==> config.mk <==
export PLATFORM = sky130hd
export DESIGN_NAME = object_scheduler
export DESIGN_NICKNAME = d
export VERILOG_FILES = /design/src/rtl/object_scheduler.sv
export SDC_FILE = /design/constraint.sdc
export NUM_CORES = 1
export LEC_CHECK = 0
export ABC_AREA = 1
export CAP_MARGIN = 20
export CORE_MARGIN = 3
export CORE_UTILIZATION = 43
export CTS_CLUSTER_DIAMETER = 80
export CTS_CLUSTER_SIZE = 30
export DETAILED_ROUTE_END_ITERATION = 12
export PLACE_DENSITY = 0.77
export SETUP_SLACK_MARGIN = 0.2
export SYNTH_ARGS = -nofsm -noshare
export SYNTH_HDL_FRONTEND = slang
export SYNTH_SLANG_ARGS = --single-unit
export TNS_END_PERCENT = 1
==> constraint.sdc <==
create_clock -name clk -period 1.8 [get_ports clk]
set_input_delay 0.27 -clock clk [delete_from_list [all_inputs] [get_ports clk]]
set_output_delay 0.27 -clock clk [all_outputs]
set_load 0.005 [all_outputs]
==> src/rtl/object_scheduler.sv <==
// Falling-object game scheduler: waits a number of frames, spawns an object at
// a pseudo-random column, drops it a few lines per frame, and tracks catches
// (score) and misses until the game ends.
module object_scheduler #(
  parameter int unsigned H_ACTIVE    = 640,
  parameter int unsigned V_ACTIVE    = 480,
  parameter int unsigned OBJ_SIZE    = 16,
  parameter int unsigned SPEED       = 2,
  parameter int unsigned SPAWN_DELAY = 30,
  parameter int unsigned MAX_MISS    = 3
) (
  input  logic        clk,
  input  logic        rst,
  input  logic        start,
  input  logic        pause,
  input  logic        frame_tick,
  input  logic        hit,
  input  logic [31:0] random_number,
  output logic        lfsr_enable,
  output logic [10:0] obj_x,
  output logic [10:0] obj_y,
  output logic        obj_active,
  output logic [7:0]  score,
  output logic [3:0]  miss_count,
  output logic        game_over
);

  localparam int unsigned X_LIMIT = H_ACTIVE - OBJ_SIZE;
  localparam int unsigned Y_LIMIT = V_ACTIVE - OBJ_SIZE;
  localparam int unsigned CNT_W   = $clog2(SPAWN_DELAY + 1) + 1;

  typedef enum logic [2:0] {
    S_IDLE      = 3'd0,
    S_WAIT      = 3'd1,
    S_SPAWN     = 3'd2,
    S_FALL      = 3'd3,
    S_GAME_OVER = 3'd4
  } state_t;

  state_t             state, state_n;
  logic [CNT_W-1:0]   frame_cnt, frame_cnt_n;
  logic [10:0]        obj_x_n, obj_y_n;
  logic               obj_active_n;
  logic [7:0]         score_n;
  logic [3:0]         miss_count_n;
  logic               lfsr_enable_n;
  logic               game_over_n;

  // Derived arithmetic used by the next-state logic
  logic [9:0]         rnd;
  logic [CNT_W-1:0]   cnt_inc;
  logic [11:0]        y_sum;
  logic [3:0]         miss_inc;
  logic [7:0]         score_inc;
  logic [10:0]        spawn_x;
  logic               unused_rnd_bits;

  assign rnd             = random_number[9:0];
  assign unused_rnd_bits = ^random_number[31:10];
  assign cnt_inc         = frame_cnt + CNT_W'(1);
  assign y_sum           = {1'b0, obj_y} + 12'(SPEED);
  assign miss_inc        = miss_count + 4'd1;
  assign score_inc       = (score == 8'hFF) ? score : score + 8'd1;
  assign spawn_x         = ({1'b0, rnd} < 11'(X_LIMIT)) ? {1'b0, rnd}
                                                        : {1'b0, rnd} - 11'(X_LIMIT);

  // Next-state and next-output logic; pause freezes everything
  always_comb begin
    state_n      = state;
    frame_cnt_n  = frame_cnt;
    obj_x_n      = obj_x;
    obj_y_n      = obj_y;
    obj_active_n = obj_active;
    score_n      = score;
    miss_count_n = miss_count;

    if (!pause) begin
      case (state)
        S_IDLE: begin
          obj_active_n = 1'b0;
          if (start) begin
            state_n     = S_WAIT;
            frame_cnt_n = '0;
          end
        end
        S_WAIT: begin
          if (frame_tick) begin
            frame_cnt_n = cnt_inc;
            if (cnt_inc == CNT_W'(SPAWN_DELAY)) state_n = S_SPAWN;
          end
        end
        S_SPAWN: begin
          obj_x_n      = spawn_x;
          obj_y_n      = '0;
          obj_active_n = 1'b1;
          state_n      = S_FALL;
        end
        S_FALL: begin
          // A catch takes priority over a simultaneous bottom crossing
          if (hit) begin
            score_n      = score_inc;
            obj_active_n = 1'b0;
            frame_cnt_n  = '0;
            state_n      = S_WAIT;
          end else if (frame_tick) begin
            if (y_sum <= 12'(Y_LIMIT)) begin
              obj_y_n = y_sum[10:0];
            end else begin
              miss_count_n = miss_inc;
              obj_active_n = 1'b0;
              frame_cnt_n  = '0;
              state_n      = (miss_inc == 4'(MAX_MISS)) ? S_GAME_OVER : S_WAIT;
            end
          end
        end
        S_GAME_OVER: begin
          obj_active_n = 1'b0;
          if (start) begin
            score_n      = '0;
            miss_count_n = '0;
            frame_cnt_n  = '0;
            state_n      = S_WAIT;
          end
        end
        default: begin
          obj_active_n = 1'b0;
          state_n      = S_IDLE;
        end
      endcase
    end

    lfsr_enable_n = !pause && (state_n == S_WAIT);
    game_over_n   = (state_n == S_GAME_OVER);
  end

  // State and registered outputs
  always_ff @(posedge clk or negedge rst) begin
    if (!rst) begin
      state       <= S_IDLE;
      frame_cnt   <= '0;
      obj_x       <= '0;
      obj_y       <= '0;
      obj_active  <= 1'b0;
      score       <= '0;
      miss_count  <= '0;
      lfsr_enable <= 1'b0;
      game_over   <= 1'b0;
    end else begin
      state       <= state_n;
      frame_cnt   <= frame_cnt_n;
      obj_x       <= obj_x_n;
      obj_y       <= obj_y_n;
      obj_active  <= obj_active_n;
      score       <= score_n;
      miss_count  <= miss_count_n;
      lfsr_enable <= lfsr_enable_n;
      game_over   <= game_over_n;
    end
  end

endmodule

After elaboration in Yosys (flattened, before gate mapping)
Index checks and enable logic that the tools add are counted.

storage, ports and cells
  input bits = 38
  output and inout bits = 37
  flip-flop bits (word level) = 46

cells by class
  equal/unequal tests = 20
  mux-type cells = 33
  reduce and logical (&&, ||, !) cells = 13
  bitwise gates (word level) = 2
  magnitude comparators = 2
  add/sub/neg operators = 5

operator list
  kind                      number
  $mux W11                  4
  $mux W6                   5
  $mux W3                   8
  $mux W8                   3
  $pmux W11 S2              1
  $pmux W6 S3               1
  $mux W4                   4
  $ne A2 B2 Y1 const B      8
  $pmux W8 S2               1
  $add A11 B2 Y12 const B   1
  $le A12 B9 Y1 const B     1
  $pmux W3 S4               1
  $reduce_and A6 Y1         2
  $sub A10 B10 Y11 const B  1
  $lt A10 B10 Y1 const B    1
  $reduce_and A5 Y1         2
  $add A8 B1 Y8 const B     1
  $eq A8 B8 Y1 const B      1
  $pmux W4 S2               1
  $add A6 B1 Y6 const B     1
  $eq A3 B1 Y1 const B      2
  $eq A3 B2 Y1 const B      2
  $eq A3 B3 Y1 const B      2
  $eq A6 B5 Y1 const B      1
  other kinds (15)          20

Depth between registers and ports, before layout
Gate-level depths: netlist of the first run.

  depth in word-level cells = 10
  depth in mapped cells = 15
  gate-level depth less buffers = 15

Worst setup path after synthesis of the first run
No wires, ideal clock.

  path type = reg-to-reg
  from = register obj_y[1]
  to = register miss_count[0]
  stages on the path, launching flop included = 15
  path buffers = 0
  arrival = 1.596 ns
  library setup time = 0.125 ns
  path slack = 0.079 ns
  clock period less this slack = 1.721 ns
  required time = 1.675 ns
  path through = dfrtp_1 > ha_1 > nand2_1 > inv_1 > nand2_1 > nand2_1 > nand2_1 > nor2_1 > nand3_1 > nand2_2 > nand2_2 > nand2_2 > nand4_1 > nor2_1 > a21oi_1

on the way
  word-level cells in the longest chain between the ends = 4

ends and longest elaborated chain
  item                                RTL line  RTL
  start: declaration                  21        output logic [10:0] obj_y,
  start signal: assignment            152       obj_y <= obj_y_n;
  $add A11 B2 Y12                     61        assign y_sum = {1'b0, obj_y} + 12'(SPEED);
  $le A12 B9 Y1                       106       if (y_sum <= 12'(Y_LIMIT)) begin
  $ne A2 B2 Y1 (no source line)       --
  $reduce_and A6 Y1 (no source line)  --
  end signal: assignment              155       miss_count <= miss_count_n;
  end: declaration                    24        output logic [3:0] miss_count,

No other way between the ends.
A chain may end at the register's enable or synchronous reset.

Final worst setup path of the first run
  from = register obj_y[1]
  to = register frame_cnt[1]

on the way
  word-level cells in the longest chain between the ends = 4

ends and longest elaborated chain
  item                                RTL line  RTL
  $add A11 B2 Y12                     61
  $le A12 B9 Y1                       106
  $ne A3 B3 Y1 (no source line)       --
  $reduce_and A6 Y1 (no source line)  --
  end signal: assignment              150       frame_cnt <= frame_cnt_n;
  end: declaration                    41        logic [CNT_W-1:0] frame_cnt, frame_cnt_n;

No other way between the ends.

==> metrics.txt, run 1 <==
Reg2Reg Depth 13; Final min period 1.87 ns; Num CTS Buffers 5; total grt overflow 0; Fin. Hold Viols 0; Seq cells post-synth 45; Final Max Tran Viols 0; status finished, violations left; violated checks setup timing; Die Y-Extent 82.9 um; worst-path cell chain ha_2 -> nand2_4 -> inv_2 -> nand2_2 -> nand2_2 -> nand2_2 -> nor2_2 -> nand3_2 -> nand3_1 -> nand2_2 -> nor3_4 -> inv_2 -> o22ai_1; GR Util met2 28.3%; H-tree levels 2; DRT iter0 DRCs 89; Root Driver clkbuf_8; post-layout util 61.5%; vias in the first global route 2283; die area 0.00687 mm^2; CP startpoint obj_y[1]; reg2reg end frame_cnt[1]; Ys Warns 0; synth unique cells 34; P&R area growth vs syn 35.7%; fraction of layout cells with a size suffix above 1 between 10% and 20%; RD Place Congestion between 0.7 and 0.8; slowest CP cell dfrtp_1; syn_area_per_cell 7.80 um^2; Tcrit/Tclk final 104%; io pins 75; post-synthesis cell area 0.00254 mm^2; CTS Sinks between 40 and 50; # rows 27; DRC errors left 0; worst r2r src obj_y[1]; leakage 1.77 nW; Clk pin slew, worst setup/hold paths 0.09 ns; endpoints failing setup 9; Longest Clk Path Bufs 2; port buffer count 51; GRT busiest layer met2; Wirelength per Cell 12.2 um; Critical Path Fanout Max 4; cell mode on critical path nand2_2; Worst VDD drop 369 uV; R2R Setup Slk -0.07 ns; Power per Cell Area 717 mW/mm^2; Clock Skews 0.00899 ns; Final #Nets approximately 440; GRT Util Overall 16.9%; largest net degree at the start of global routing 46; Initial Util 45.3%; unrepaired setup endpoints after global routing yes; cells after synthesis 326; CP Capture Type flop; met3 GRT Util 4.66%; WL final around 5.7 mm; via count approximately 2300; commonest non-fill, non-tap cell in the layout nand2_1; HPWL Detailed 4.13 mm; crit path DAT 2.10 ns; TritonRoute pass-1 iters 4; CP endpoint frame_cnt[1]; Core Area ~0.0056 mm^2; worst path required time 2.03 ns; Worst path max stage delay approximately 0.38 ns; register area share after synthesis 44.3%; Die X 82.9 um; number of max-cap violations 0; Max Clk Rate roughly 0.53 GHz; Via density around 5.0; Worst setup SP type flop; diode count 0; Syn Nets about 370; Least-Margin Pin Slew between 0.5 and 0.6 ns; min-delay worst type in -> async; PnR worst setup slack -0.0732 ns; kind of critical path reg -> reg; Worst-Skew Late Latency 0.31 ns; met1 Usage GRT roughly a fifth; Slew headroom 61.8%; commonest cells after routing, fill and taps aside 81 x nand2_1, 49 x clkdlybuf4s50_1, 45 x inv_1; Setup WS pre-CTS -0.0402 ns; initial antenna violation count 0; Final ANT Viol Nets 0; first-pass GRT wire length 9.80 mm; CTS tree yes
[where the power goes]
part	total, mW	switching, mW	internal (mW)
combinational	0.401	0.215	0.186
sequential	1.13	0.0615	1.07
clock	0.941	0.382	0.559
[final cells by class]
class	count	area [um^2]
Clock buffer	5	68.8
Clock inverter	3	68.8
Fill cell	507	2160
Inverter	52	201
Multi-Input combinational cell	227	1270
Sequential cell	45	1130
Tap cell	72	90.1
Timing Repair Buffer	65	617
[cells by family after synthesis]
family / synth area share (%)
adders and majority gates: 3.45
and+or+nand+nor: 30.0
AOI/OAI and AO/OA: 10.9
buffers and inverters: 8.12
DFF: 44.3
xor gates and xnor gates: 3.10
other: 0.148
[Yosys cell counts]
| library cell | number | area share (%) |
|---|---|---|
| a21o_1 | 1 | 0.30 |
| o22ai_1 | 9 | 2.2 |
| nand3_1 | 26 | 5.1 |
| inv_1 | 46 | 6.8 |
| conb_1 | 1 | 0.15 |
| o21ai_2 | 3 | 1.0 |
| nor2_2 | 5 | 1.2 |
| ha_1 | 7 | 3.4 |
| nor2_8 | 1 | 0.79 |
| nor2_1 | 24 | 3.5 |
| o21bai_1 | 2 | 0.59 |
| a221oi_1 | 1 | 0.34 |
| dfrtp_1 | 45 | 44 |
| nand2_1 | 86 | 13 |
| nand2_4 | 2 | 0.89 |
| inv_2 | 4 | 0.59 |
| o21ai_0 | 10 | 2.0 |
| nand3_2 | 1 | 0.39 |
| a21oi_1 | 11 | 2.2 |
| xnor2_1 | 4 | 1.4 |
| nand2_2 | 8 | 2.0 |
| a31oi_1 | 1 | 0.25 |
| o21ai_1 | 6 | 1.2 |
| nand4_1 | 3 | 0.74 |
| a211oi_2 | 1 | 0.49 |
| clkinv_1 | 2 | 0.30 |
| clkbuf_1 | 1 | 0.15 |
| a21oi_2 | 1 | 0.34 |
| buf_4 | 1 | 0.30 |
| nand3b_1 | 1 | 0.30 |
| nor2_4 | 2 | 0.89 |
| nor3_1 | 4 | 0.79 |
| nor3_4 | 1 | 0.64 |
| xor2_1 | 5 | 1.7 |
[worst max-delay path, delay by kind of cell (launching register included)]
family / cells / cell delay, ns
adder cells (fa/ha/maj): 1 / 0.21
buffers and inverters: 2 / 0.15
AND/OR/NAND/NOR: 9 / 0.92
flip-flops: 1 / 0.38
AO/OA/AOI/OAI: 1 / 0.13
[repair_timing]
action,CTS,global route
buffers inserted,0,1
pin swaps,6,13
endpoints found under the setup margin,30,44
hold buffers,0,0
gates resized for setup,13,14
[registers in the layout, indices dropped and copies added (netlist names)]
signal and count:
lfsr_enable 1, obj_x 11, miss_count 4, state 3
game_over 1, score 8, obj_y 10, frame_cnt 6
obj_active 1
[metal layers]
metal / up-vias / wire length [um]
li1: 1180 / -
met1: 1073 / 2610
met2: 67 / 2710
met3: 8 / 311
met4: 0 / 93
met5: - / 0
[through the flow]
step                      hold WS (ns)  std cells  power (mW)  instance area, um^2  TNS [ns]
after global routing            0.0880        469        2.59                 3450     -3.61
after detailed placement         0.394        460        1.54                 3220    -0.336
after global placement           0.387        460        1.53                 3220         0
after CTS                       0.0617        468        2.48                 3400   -0.0625
after floorplan                -0.0256        326        1.36                 2540         0
final                           0.0221        469        2.47                 3450    -0.461
[worst min-delay path by stage]
stage	to	startpoint	slack, ns
CTS	obj_y[3]	rst	0.06
finish	obj_y[2]	rst	0.02
global placement	obj_y[3]	rst	0.39
global route	obj_y[5]	rst	0.09
floorplan	frame_cnt[0]	rst	-0.03
detailed placement	obj_y[3]	rst	0.39
No activity file was read; power rests on OpenSTA's default activity.
==> run 2: changes to the inputs <==
--- a/config.mk
+++ b/config.mk
@@ -7,12 +7,12 @@
 export LEC_CHECK = 0
 export ABC_AREA = 1
 export CAP_MARGIN = 20
-export CORE_MARGIN = 3
-export CORE_UTILIZATION = 43
+export CORE_MARGIN = 8
+export CORE_UTILIZATION = 40
 export CTS_CLUSTER_DIAMETER = 80
 export CTS_CLUSTER_SIZE = 30
 export DETAILED_ROUTE_END_ITERATION = 12
-export PLACE_DENSITY = 0.77
+export PLACE_DENSITY = 0.72
 export SETUP_SLACK_MARGIN = 0.2
 export SYNTH_ARGS = -nofsm -noshare
 export SYNTH_HDL_FRONTEND = slang
==> metrics.txt, run 2 (same netlist as run 1, synthesis figures left out) <==
status finished, violations left; violated checks setup timing; Least-Margin Pin Slew 0.570 ns; Power per Cell Area 632 mW/mm^2; worst r2r src obj_y[1]; final std cells w/o fill 476; Clock Skews 0.00704 ns; Setup WS pre-CTS -0.0962 ns; GRT Util Overall 13.5%; Top reg by flops obj_x; DRC errors left 0; total negative slack -0.0466 ns; # rows 29; post-layout util 54.1%; RD Place Congestion around 0.83; Num CTS Buffers 5; Max Clk Rate 0.544 GHz; Reg2Reg Depth 12; Final ANT Viol Nets 0; P&R area growth vs syn 32.8%; max reg flops 11; min-delay worst type in -> async; PnR worst setup slack -0.0394 ns; Critical Path Fanout Max 6; diode count 0; Tcrit/Tclk final 102%; reg2reg end miss_count[0]; Fin. Hold Viols 0; Wirelength per Cell 12.3 um; CTS tree yes; WL final 5.84 mm; die area slightly above 0.009 mm^2; Clk pin slew, worst setup/hold paths ~0.080 ns; number of max-cap violations 0; CP Capture Type flop; Core Area 0.00624 mm^2; vias in the first global route 2291; CTS Sinks 45; post-CTS setup buffers 0; Final min period approximately 1.8 ns; first-pass GRT wire length just under 10 mm; Worst setup SP type flop; Final #Nets 443; Die X 95.7 um; unrepaired setup endpoints after global routing yes; commonest cells after routing, fill and taps aside 81 x nand2_1, 48 x clkdlybuf4s50_1, 44 x inv_1, 44 x dfrtp_1, 25 x nand3_1; commonest non-fill, non-tap cell in the layout nand2_1; via count 2300; Longest Clk Path Bufs 2; Placed Instances 468; Slew headroom between 60 and 70%; largest net degree at the start of global routing 46; leakage 1.74 nW; Root Driver clkbuf_8; worst path required time a little under 2 ns; DRT iter0 DRCs 103; Die Y-Extent 95.7 um; fraction of layout cells with a size suffix above 1 15.8%; total grt overflow 0; Worst VDD drop 328 uV; fillcell total 606; H-tree levels 2; total power ~2.1 mW; port buffer count 51; R2R Setup Slk -0.04 ns; biggest regs obj_x: 11 flops, obj_y: 10 flops, score: 8 flops; TritonRoute pass-1 iters 4; Via density 4.83; initial antenna violation count 0; kind of critical path reg -> reg; crit path DAT 2.01 ns; Worst-Skew Late Latency roughly 0.3 ns; Final Max Tran Viols 0; Initial Util about two fifths; endpoints failing setup 3; HPWL Detailed 4.54 mm; io pins 75
-- run 2: timing repair --
action                                  CTS  global route
hold endpoints to repair                  0             0
pin swaps                                 3             2
gates resized for setup                  11             6
cloned                                    0             0
hold buffers                              0             0
endpoints found under the setup margin   29            37
-- run 2: layout make-up --
class	instances	area [um^2]	area share [%]
multi-input combinational	227	1240	36.8
inverter	52	198	5.86
sequential	45	1130	33.4
tap	77	96.3	2.85
clock buffer	8	80.1	2.37
timing repair buffer	67	631	18.7
-- run 2: metrics by stage --
stage               area (um^2)  hold slack [ns]
finish                     3380           0.0507
global route               3380            0.104
CTS                        3360           0.0776
detailed placement         3250            0.398
global placement           3250            0.395
floorplan                  2540          -0.0256
-- run 2: where the power goes --
part           internal, mW  total, mW  switching [mW]
clock                 0.276      0.603           0.327
sequential             1.07       1.13          0.0607
combinational         0.191      0.404           0.214
-- run 2: worst max path at each step --
stage,startpoint,endpoint,cells after the start
3_5_place_dp,obj_y[1],obj_y[6],12
4_1_cts,obj_y[1],miss_count[0],12
5_1_grt,obj_y[2],miss_count[0],13
6_report,obj_y[1],miss_count[0],12
3_3_place_gp,obj_y[1],miss_count[0],13
2_1_floorplan,obj_y[1],miss_count[0],14
-- run 2: metal layers --
layer  up-vias  global-route usage (%)  share of wire [%]
li1       1190                       -                  -
met1      1058                    15.5                 42
met2        47                    22.6                 48
met3         5                    5.23                8.1
met4         0                    4.61                1.2
met5         -                       0                  0
-- run 2: worst max-delay path, stage by stage (launching register included) --
cell      delay [ns]
dfrtp_1         0.36
buf_4           0.15
nand3_1         0.12
o21bai_1        0.15
nand2_1         0.09
nor2_1          0.11
nand3_1         0.11
nand2_2         0.13
nand2_4         0.07
nand2_2         0.07
nand4_1         0.17
nor2_1          0.14
a21oi_1         0.05
